--- src/rtl/uart_pkg.sv ---
// Shared types for the UART transmit arbiter: FSM states and the default byte width.
package uart_pkg;

  localparam int UART_DATA_W = 8;

  typedef enum logic [1:0] {
    IDLE      = 2'd0,
    ISSUE     = 2'd1,
    WAIT_BUSY = 2'd2,
    WAIT_DONE = 2'd3
  } state_e;

endpackage

--- src/rtl/uart_tx_arbiter_rr_pick.sv ---
// Combinational round-robin selector: first asserted request strictly after last_i, wrapping.
module rr_pick #(
  parameter int NUM_REQ = 4,
  parameter int IDX_W   = 2
) (
  input  logic [NUM_REQ-1:0] req_i,
  input  logic [IDX_W-1:0]   last_i,
  output logic [NUM_REQ-1:0] gnt_o,
  output logic               valid_o
);

  always_comb begin
    int               idx;
    logic [IDX_W-1:0] idx_l;
    gnt_o   = '0;
    valid_o = 1'b0;
    idx     = 0;
    idx_l   = '0;
    // Walk farthest offset first so the nearest requester after last_i overrides.
    for (int off = NUM_REQ; off >= 1; off--) begin
      idx = int'(last_i) + off;
      if (idx >= NUM_REQ) idx = idx - NUM_REQ;
      idx_l = IDX_W'(idx);
      if (req_i[idx_l]) begin
        gnt_o        = '0;
        gnt_o[idx_l] = 1'b1;
        valid_o      = 1'b1;
      end
    end
  end

endmodule

--- src/rtl/uart_tx_arbiter.sv ---
// Round-robin sharing of one uart_tx between NUM_REQ byte producers; the grant is held
// until the transmitter's busy flag reports the frame complete (or the strobe times out).
module uart_tx_arbiter
  import uart_pkg::*;
#(
  parameter int NUM_REQ      = 4,
  parameter int DATA_WIDTH   = UART_DATA_W,
  parameter int BUSY_TIMEOUT = 16
) (
  input  logic                          sys_clk_i,
  input  logic                          sys_rst_i,
  input  logic [NUM_REQ-1:0]            req_valid_i,
  input  logic [NUM_REQ*DATA_WIDTH-1:0] req_data_i,
  output logic [NUM_REQ-1:0]            req_ready_o,
  output logic                          uart_wr_o,
  output logic [DATA_WIDTH-1:0]         uart_dat_o,
  input  logic                          uart_busy_i,
  output logic [NUM_REQ-1:0]            grant_o,
  output logic                          timeout_o
);

  localparam int IDX_W = (NUM_REQ > 1) ? $clog2(NUM_REQ) : 1;
  localparam int CNT_W = $clog2(BUSY_TIMEOUT) + 1;
  localparam logic [IDX_W-1:0] LAST_RST = IDX_W'(NUM_REQ - 1);
  localparam logic [CNT_W-1:0] CNT_LAST = CNT_W'(BUSY_TIMEOUT - 1);

  state_e                  state_q;
  logic [IDX_W-1:0]        last_q;
  logic [CNT_W-1:0]        cnt_q;
  logic                    wr_q;
  logic                    timeout_q;
  logic [DATA_WIDTH-1:0]   dat_q;
  logic [NUM_REQ-1:0]      grant_q;

  logic [NUM_REQ-1:0]      pick_gnt;
  logic                    pick_vld;
  logic                    accept;
  logic [IDX_W-1:0]        win_idx;
  logic [DATA_WIDTH-1:0]   win_byte;
  logic [DATA_WIDTH-1:0]   req_byte [NUM_REQ];

  for (genvar gi = 0; gi < NUM_REQ; gi++) begin : g_unpack
    assign req_byte[gi] = req_data_i[gi*DATA_WIDTH +: DATA_WIDTH];
  end

  rr_pick #(
    .NUM_REQ (NUM_REQ),
    .IDX_W   (IDX_W)
  ) u_rr_pick (
    .req_i   (req_valid_i),
    .last_i  (last_q),
    .gnt_o   (pick_gnt),
    .valid_o (pick_vld)
  );

  // Reset overrides a same-cycle request so no byte is handed over during reset.
  assign accept      = (state_q == IDLE) && !uart_busy_i && !sys_rst_i && pick_vld;
  assign req_ready_o = accept ? pick_gnt : '0;

  always_comb begin
    win_idx  = '0;
    win_byte = '0;
    for (int i = 0; i < NUM_REQ; i++) begin
      if (pick_gnt[i]) begin
        win_idx  = IDX_W'(i);
        win_byte = req_byte[i];
      end
    end
  end

  always_ff @(posedge sys_clk_i) begin
    if (sys_rst_i) begin
      state_q   <= IDLE;
      last_q    <= LAST_RST;
      cnt_q     <= '0;
      wr_q      <= 1'b0;
      timeout_q <= 1'b0;
      dat_q     <= '0;
      grant_q   <= '0;
    end else begin
      wr_q      <= 1'b0;
      timeout_q <= 1'b0;
      case (state_q)
        IDLE: begin
          if (accept) begin
            dat_q   <= win_byte;
            grant_q <= pick_gnt;
            last_q  <= win_idx;
            wr_q    <= 1'b1;
            state_q <= ISSUE;
          end
        end
        ISSUE: begin
          cnt_q   <= '0;
          state_q <= WAIT_BUSY;
        end
        WAIT_BUSY: begin
          if (uart_busy_i) begin
            state_q <= WAIT_DONE;
          end else if (cnt_q >= CNT_LAST) begin
            timeout_q <= 1'b1;
            grant_q   <= '0;
            state_q   <= IDLE;
          end else begin
            cnt_q <= cnt_q + CNT_W'(1);
          end
        end
        WAIT_DONE: begin
          if (!uart_busy_i) begin
            grant_q <= '0;
            state_q <= IDLE;
          end
        end
        default: state_q <= IDLE;
      endcase
    end
  end

  assign uart_wr_o  = wr_q;
  assign uart_dat_o = dat_q;
  assign grant_o    = grant_q;
  assign timeout_o  = timeout_q;

endmodule
--- config.mk ---
export PLATFORM = sky130hd
export DESIGN_NAME = uart_tx_arbiter
export DESIGN_NICKNAME = d
export VERILOG_FILES = /design/src/rtl/uart_pkg.sv /design/src/rtl/uart_tx_arbiter_rr_pick.sv /design/src/rtl/uart_tx_arbiter.sv
export SDC_FILE = /design/constraint.sdc
export NUM_CORES = 1
export LEC_CHECK = 0
export BUFFER_PORTS_ARGS = -buffer_cell sky130_fd_sc_hd__buf_2
export CAP_MARGIN = 10
export CORE_MARGIN = 2
export CORE_UTILIZATION = 46
export CTS_CLUSTER_SIZE = 30
export DETAILED_ROUTE_END_ITERATION = 8
export PLACE_DENSITY_LB_ADDON = 0.2
export SYNTH_ARGS = -nofsm -noshare
export SYNTH_HDL_FRONTEND = slang
export SYNTH_HIERARCHICAL = 1
export SYNTH_SLANG_ARGS = --single-unit
--- constraint.sdc ---
create_clock -name sys_clk_i -period 2.8 [get_ports sys_clk_i]
set_clock_uncertainty 0.1 [all_clocks]
set_input_delay 0.42 -clock sys_clk_i [delete_from_list [all_inputs] [get_ports sys_clk_i]]
set_output_delay 0.42 -clock sys_clk_i [all_outputs]
set_load 0.02 [all_outputs]
# After elaboration in Yosys (flattened, before gate mapping)
# Cells that the tools add are included.
[classes]
eq_ne = 9
bitwise_logic = 2
n_addsub = 9
n_reduce_logical = 18
n_mux = 51
n_lt_le_gt_ge = 13
[ops]
columns = ["operator", "n"]
rows = [
  ["2-to-1 mux 4 bit", 9],
  ["2-to-1 mux 8 bit", 4],
  ["2-to-1 mux 2 bit", 10],
  ["2-to-1 mux 1 bit", 15],
  ["less-than comparator 2 x 3 -> 1 bit (second input constant)", 4],
  ["case mux 4 bit (3 select lines)", 1],
  ["2-to-1 mux 5 bit", 2],
  ["!= test 2 bit (second input constant)", 5],
  ["case mux 5 bit (2 select lines)", 1],
  ["greater-or-equal comparator 3 bit (second input constant)", 3],
  ["binary-select mux 1 bit (select 2 bit)", 4],
  ["demux 1 bit (select 2 bit)", 4],
  ["greater-or-equal comparator 2 x 1 -> 1 bit (second input constant)", 4],
  ["case mux 2 bit (4 select lines)", 1],
  ["subtractor 2 x 1 -> 2 bit (second input constant)", 4],
  ["logical AND 1 bit", 7],
  ["adder 2 x 2 -> 3 bit (second input constant)", 2],
  ["AND reduction 3 bit", 2],
  ["adder 5 x 1 -> 5 bit (second input constant)", 1],
  ["greater-or-equal comparator 5 x 4 -> 1 bit (second input constant)", 1],
  ["AND reduction 5 bit", 1],
  ["adder 2 x 3 -> 4 bit (second input constant)", 1],
  ["== test 2 bit (second input constant)", 2],
  ["greater-or-equal comparator 4 x 3 -> 1 bit (second input constant)", 1],
  ["11 further kinds", 13],
]
[word_totals]
wordCells = 109
output_inout_bits = 18
in_bits = 39
reg_bits = 23

# Depth between registers and ports, before layout
[depth]
word_depth = 15
mapped_depth = 13
ltp_nobuf = 10

# Cells and area by module
# Netlist, hierarchy kept.
[by_module_without_submodules]
columns = ["mod", "area_per_inst_um2", "seq_area_each_um2", "cells_per_inst", "instances"]
rows = [
  ["uart_tx_arbiter", 1366.3, 460.4, 166, 1],
  ["rr_pick", 385.4, 0.0, 45, 1],
]

# Least setup slack after synthesis
# Ideal clock, no wire load.
[synth_path]
kind = "flip-flop to output port"
start = "reg last_q[0]"
end = "out req_ready_o[3]"
setup_slack_ns = -0.188
required_time_ns = 2.280
t_arrival_ns = 2.468
stages_incl_launch_ff = 10
n_path_buf = 2
path_cell_list = "dfxtp_1 buf_6 inv_1 ha_1 mux4_2 inv_1 o22ai_1 a31oi_1 clkbuf_1 and3_1"
[synth_between]
elab_chain_cells = 12
elab_cells_between_ends = 54
cone_classes = "add/sub: 8; order compare: 12; mux: 29; reduce/logical: 5"
[synth_lines]
columns = ["element", "line", "source"]
rows = [
  ["start: declaration", "uart_tx_arbiter.sv:28", "logic [IDX_W-1:0] last_q;"],
  ["start signal: assignment", "uart_tx_arbiter.sv:88", "last_q <= win_idx;"],
  ["adder 2 x 3 -> 4 bit", "uart_tx_arbiter_rr_pick.sv:21", "idx = int'(last_i) + off;"],
  ["greater-or-equal comparator 4 x 3 -> 1 bit / subtractor 2 x 1 -> 2 bit (equally long branches)", "uart_tx_arbiter_rr_pick.sv:22", "if (idx >= NUM_REQ) idx = idx - NUM_REQ;"],
  ["2-to-1 mux 2 bit", "uart_tx_arbiter_rr_pick.sv:22", ""],
  ["less-than comparator 2 x 3 -> 1 bit (not written as such) / greater-or-equal comparator 2 x 1 -> 1 bit (equally long branches)", "uart_tx_arbiter_rr_pick.sv:26", "gnt_o[idx_l] = 1'b1;"],
  ["logical AND 1 bit (not written as such)", "uart_tx_arbiter_rr_pick.sv:26", ""],
  ["2-to-1 mux 1 bit (not written as such)", "uart_tx_arbiter_rr_pick.sv:26", ""],
  ["demux 1 bit (select 2 bit)", "-", ""],
  ["2-to-1 mux 4 bit (3 in series)", "uart_tx_arbiter_rr_pick.sv:24", "if (req_i[idx_l]) begin"],
  ["2-to-1 mux 4 bit *", "uart_tx_arbiter_rr_pick.sv:24", ""],
  ["net pick_gnt[3]", "uart_tx_arbiter.sv:35", "logic [NUM_REQ-1:0] pick_gnt;"],
  ["2-to-1 mux 4 bit *", "uart_tx_arbiter.sv:58", "assign req_ready_o = accept ? pick_gnt : '0;"],
  ["end: declaration", "uart_tx_arbiter.sv:14", "output logic [NUM_REQ-1:0] req_ready_o,"],
]
# Mark *: on every way through the listed nets, which the timed path passes. The rest lies on a longest branch. The select of a mux whose other input is x is not followed.

# Final worst setup path
# Same ends and word-level chain as after synthesis.

==> reports/qor.txt <==
Ant diodes -> 0
Avg Cell Area, Syn -> 8.302 sq um
Hold violation total from the final report -> 0
Fin crit share -> 102.4%
Clk sinks -> 23
Post-Synthesis Net Count -> 263
Post-CTS Hold Buffers -> 0
Kind of critical path -> flip-flop to output pin
Std-Cell Rows -> 22
Ports -> 57
TritonRoute pass-1 iters -> 4
Initial cell density of the core -> 47.85%
Status -> complete, but fails checks
Vias -> 1813
Final worst slack -> -0.06700 ns
Syn. warnings -> 6
Finished Cell Area -> 2417 sq um
Synth unique cells -> 45
Power per cell area -> 684.7 nW/um^2
Sequential power share -> 24.7%
Clk slew on worst S/H paths -> 0.08 ns
Hold endpoint -> uart_dat_o[0]$_SDFFE_PP0P_
Peak supply drop -> 0.3690 mV
Core area -> 3661 sq um
Setup TNS -> -0.1718 ns
Max-slew violations -> 0
Fin util -> 66.03%
Via count of the first global-routing pass -> 1660
Cell internal pwr -> 0.9470 mW
Via density -> 5.494
Slew @ Worst Pin -> 0.4750 ns
Share of cells above drive strength 1 -> 43.97%
FF-to-FF setup slack -> 0.02 ns
Placed cell area -> 2118 sq um
CTS tree -> yes
Total GRT Usage -> 22.47%
Mapped Cells -> 211
Worst Setup End Kind -> output pin
Max-Cap Viols -> 0
Failing checks -> setup timing
Prevailing post-synth register cell -> dfxtp_1
Chip width -> 65.71 um
Min-Delay Startpoint -> req_data_i[24]
Residual DRC -> 0
Crit start category -> flip-flop
1st-iter DRT viols -> 84
Nets -> 335
Routed WL per cell -> 14.52 um
Fill cells -> 322
Synth-to-Final Area Change -> 38.00%
Comb power frac -> 62.8%
First-pass GRT wire length -> 7.562 mm
EDFF count, synth -> 0
Sw frac -> 42.78%
Final min period -> 2.867 ns
Hold Path Class -> input port to flip-flop
Number of CTS-inserted buffers -> 3
DPL Wire Length -> 3.349 mm
R2R cell count -> 12
Crit Reg-Reg Endpoint -> uart_dat_o[5]$_SDFFE_PP0P_
Setup violators final -> 4
CP Data Arrival Time -> 2.35 ns
GRT Residual Overflow -> 0
RePlAce Congestion -> 0.8649
NetSw -> 0.7081 mW
Highest clock rate -> 348.8 MHz
Slew margin rel. -> 68.34%
Clk pwr share -> 12.4%
Post-synthesis register bit count -> 23
Dpl ws -> 0.07214 ns
Reg2reg start -> last_q[0]$_SDFFE_PP1P_
Die area -> 4318 sq um
Crit path max fanout -> 4
Hold path depth -> 3
Clock root cell -> clkbuf_8
Unrepaired setup endpoints after global routing -> true
Mapped cell area -> 1752 sq um
Clock insertion delay at the later pin of the skew report -> 0.26 ns
CTS max path bufs -> 2
Post-DRT Antenna Nets -> 0
Hold_ws -> 0.3399 ns
Sequential area share after synthesis -> 26.29%
Die height -> 65.71 um
Port buffer count -> 56
Synth async-reset ratio -> 0%
LEAKAGE -> 1.085 nW
Critical Path RT -> 2.28 ns
H-tree Lvls -> 1
Largest net degree at the start of global routing -> 25
Final WL -> 4.792 mm
Initial antenna violation count -> 0
-- cell usage after synthesis, types with 2 or more instances --
cell type  number  share of area (%)
a31oi_1         4                1.4
nand2b_1        5                1.8
clkbuf_1        6                1.3
o22ai_1         5                1.8
buf_2           4                1.1
a21oi_1        16                4.6
o21ai_1         2               0.57
and3_1          4                1.4
nand2_2         2               0.71
o21ai_0         5                1.4
ha_1           13                9.3
mux2i_1         5                2.9
nand3b_1        8                3.4
nor2b_1         3                1.1
a21o_1          2               0.86
nand4_1         5                1.8
a211oi_1        9                3.9
nand3_1         2               0.57
mux4_2          4                5.1
a221oi_1        8                4.0
dfxtp_1        23                 26
nor3_1         11                3.1
nor2_1         16                3.4
nand2_1        12                2.6
inv_1          17                3.6
-- power by group through the flow --
| stage | logic, mW | clock network, mW | registers, mW |
|---|---|---|---|
| 3_3_place_gp | 0.808 | 0 | 0.414 |
| 4_1_cts | 0.913 | 0.212 | 0.410 |
| 6_report | 1.04 | 0.206 | 0.409 |
| 2_1_floorplan | 0.554 | 0 | 0.462 |
| 5_1_grt | 1.13 | 0.226 | 0.418 |
| 3_5_place_dp | 0.813 | 0 | 0.416 |
-- timing repair --
action | in CTS | in global routing
hold endpoints to repair | 0 | 0
gates resized for setup | 17 | 17
buffers inserted | 9 | 6
pin swaps | 4 | 12
endpoints found under the setup margin | 4 | 12
-- metrics by stage --
| stage | std cells | power, mW |
|---|---|---|
| floorplan | 211 | 1.016 |
| global route | 330 | 1.777 |
| CTS | 325 | 1.535 |
| finish | 330 | 1.655 |
| detailed placement | 312 | 1.229 |
| global placement | 312 | 1.222 |
-- logic make-up after synthesis --
| logic type | count (synthesis) | share of synthesized area (%) |
|---|---|---|
| muxes | 10 | 8.857 |
| and+or+nand+nor | 76 | 25.86 |
| adders and majority gates | 13 | 9.286 |
| buffers and inverters | 30 | 7.142 |
| DFF | 23 | 26.29 |
| AOI/OAI and AO/OA | 59 | 22.57 |
-- sequential cells by signal, summed over array words and instances, names as in the netlist --
name / count
uart_dat_o: 8
cnt_q: 5
grant_o: 4
last_q: 2
state_q: 2
timeout_o: 1
uart_wr_o: 1
-- worst max-delay path by stage --
stage | from | slack, ns | endpoint
final | last_q[0]$_SDFFE_PP1P_ | -0.07 | req_ready_o[3]
after global routing | last_q[0]$_SDFFE_PP1P_ | -0.16 | req_ready_o[0]
after CTS | last_q[0]$_SDFFE_PP1P_ | 0.006 | req_ready_o[2]
after detailed placement | last_q[0]$_SDFFE_PP1P_ | 0.07 | uart_dat_o[5]$_SDFFE_PP0P_
after global placement | last_q[0]$_SDFFE_PP1P_ | 0.12 | req_ready_o[0]
after floorplan | last_q[0]$_SDFFE_PP1P_ | 0.04 | req_ready_o[3]
-- critical path, cell delays in order, from the launching register on --
cell	delay [ns]
dfxtp_2	0.35
inv_2	0.05
ha_4	0.28
mux4_2	0.55
inv_2	0.10
buf_6	0.10
o22ai_1	0.08
a31oi_2	0.24
and3_4	0.23
buf_6	0.11
-- metal layers --
metal	vias to the layer above	GRT usage, %	part of all wire, %
li1	921	-	-
met1	847	31.64	47
met2	39	35.35	48
met3	6	1.884	3.5
met4	0	8.854	1.2
met5	-	0	0
-- layout make-up --
class	instances	area (sq um)	share of cell area, %
clock buffer	3	41.29	1.708
clock inverter	1	5.005	0.2070
inverter	19	71.32	2.950
multi-input combinational	158	1295	53.57
sequential	23	462.9	19.15
tap	48	60.06	2.484
timing repair buffer	78	481.7	19.93
-- cell usage in the layout, fill, tap and decap left out, types with 2 or more instances in the layout --
| master | Yosys | routed |
|---|---|---|
| buf_4 | 0 | 19 |
| nand2b_1 | 5 | 4 |
| mux4_2 | 4 | 4 |
| o21ai_0 | 5 | 5 |
| nand3b_1 | 8 | 8 |
| inv_1 | 17 | 13 |
| a31oi_2 | 0 | 2 |
| o22ai_1 | 5 | 3 |
| buf_6 | 1 | 7 |
| clkbuf_8 | 0 | 3 |
| o22ai_2 | 0 | 2 |
| a21o_1 | 2 | 2 |
| dfxtp_1 | 23 | 21 |
| nand2_2 | 2 | 2 |
| mux2i_1 | 5 | 5 |
| a21oi_1 | 16 | 16 |
| nor2_1 | 16 | 14 |
| a31oi_1 | 4 | 2 |
| nand3_1 | 2 | 2 |
| nor3_1 | 11 | 11 |
| a221oi_2 | 0 | 7 |
| buf_2 | 4 | 52 |
| inv_2 | 1 | 5 |
| a211oi_1 | 9 | 8 |
| dfxtp_2 | 0 | 2 |
| nor2b_1 | 3 | 3 |
| ha_1 | 13 | 12 |
| nand4_1 | 5 | 5 |
| nand2_1 | 12 | 12 |
| and3_4 | 0 | 2 |
| o21ai_1 | 2 | 2 |
| nor2_4 | 0 | 2 |
No activity file was read; power rests on OpenSTA's default activity.
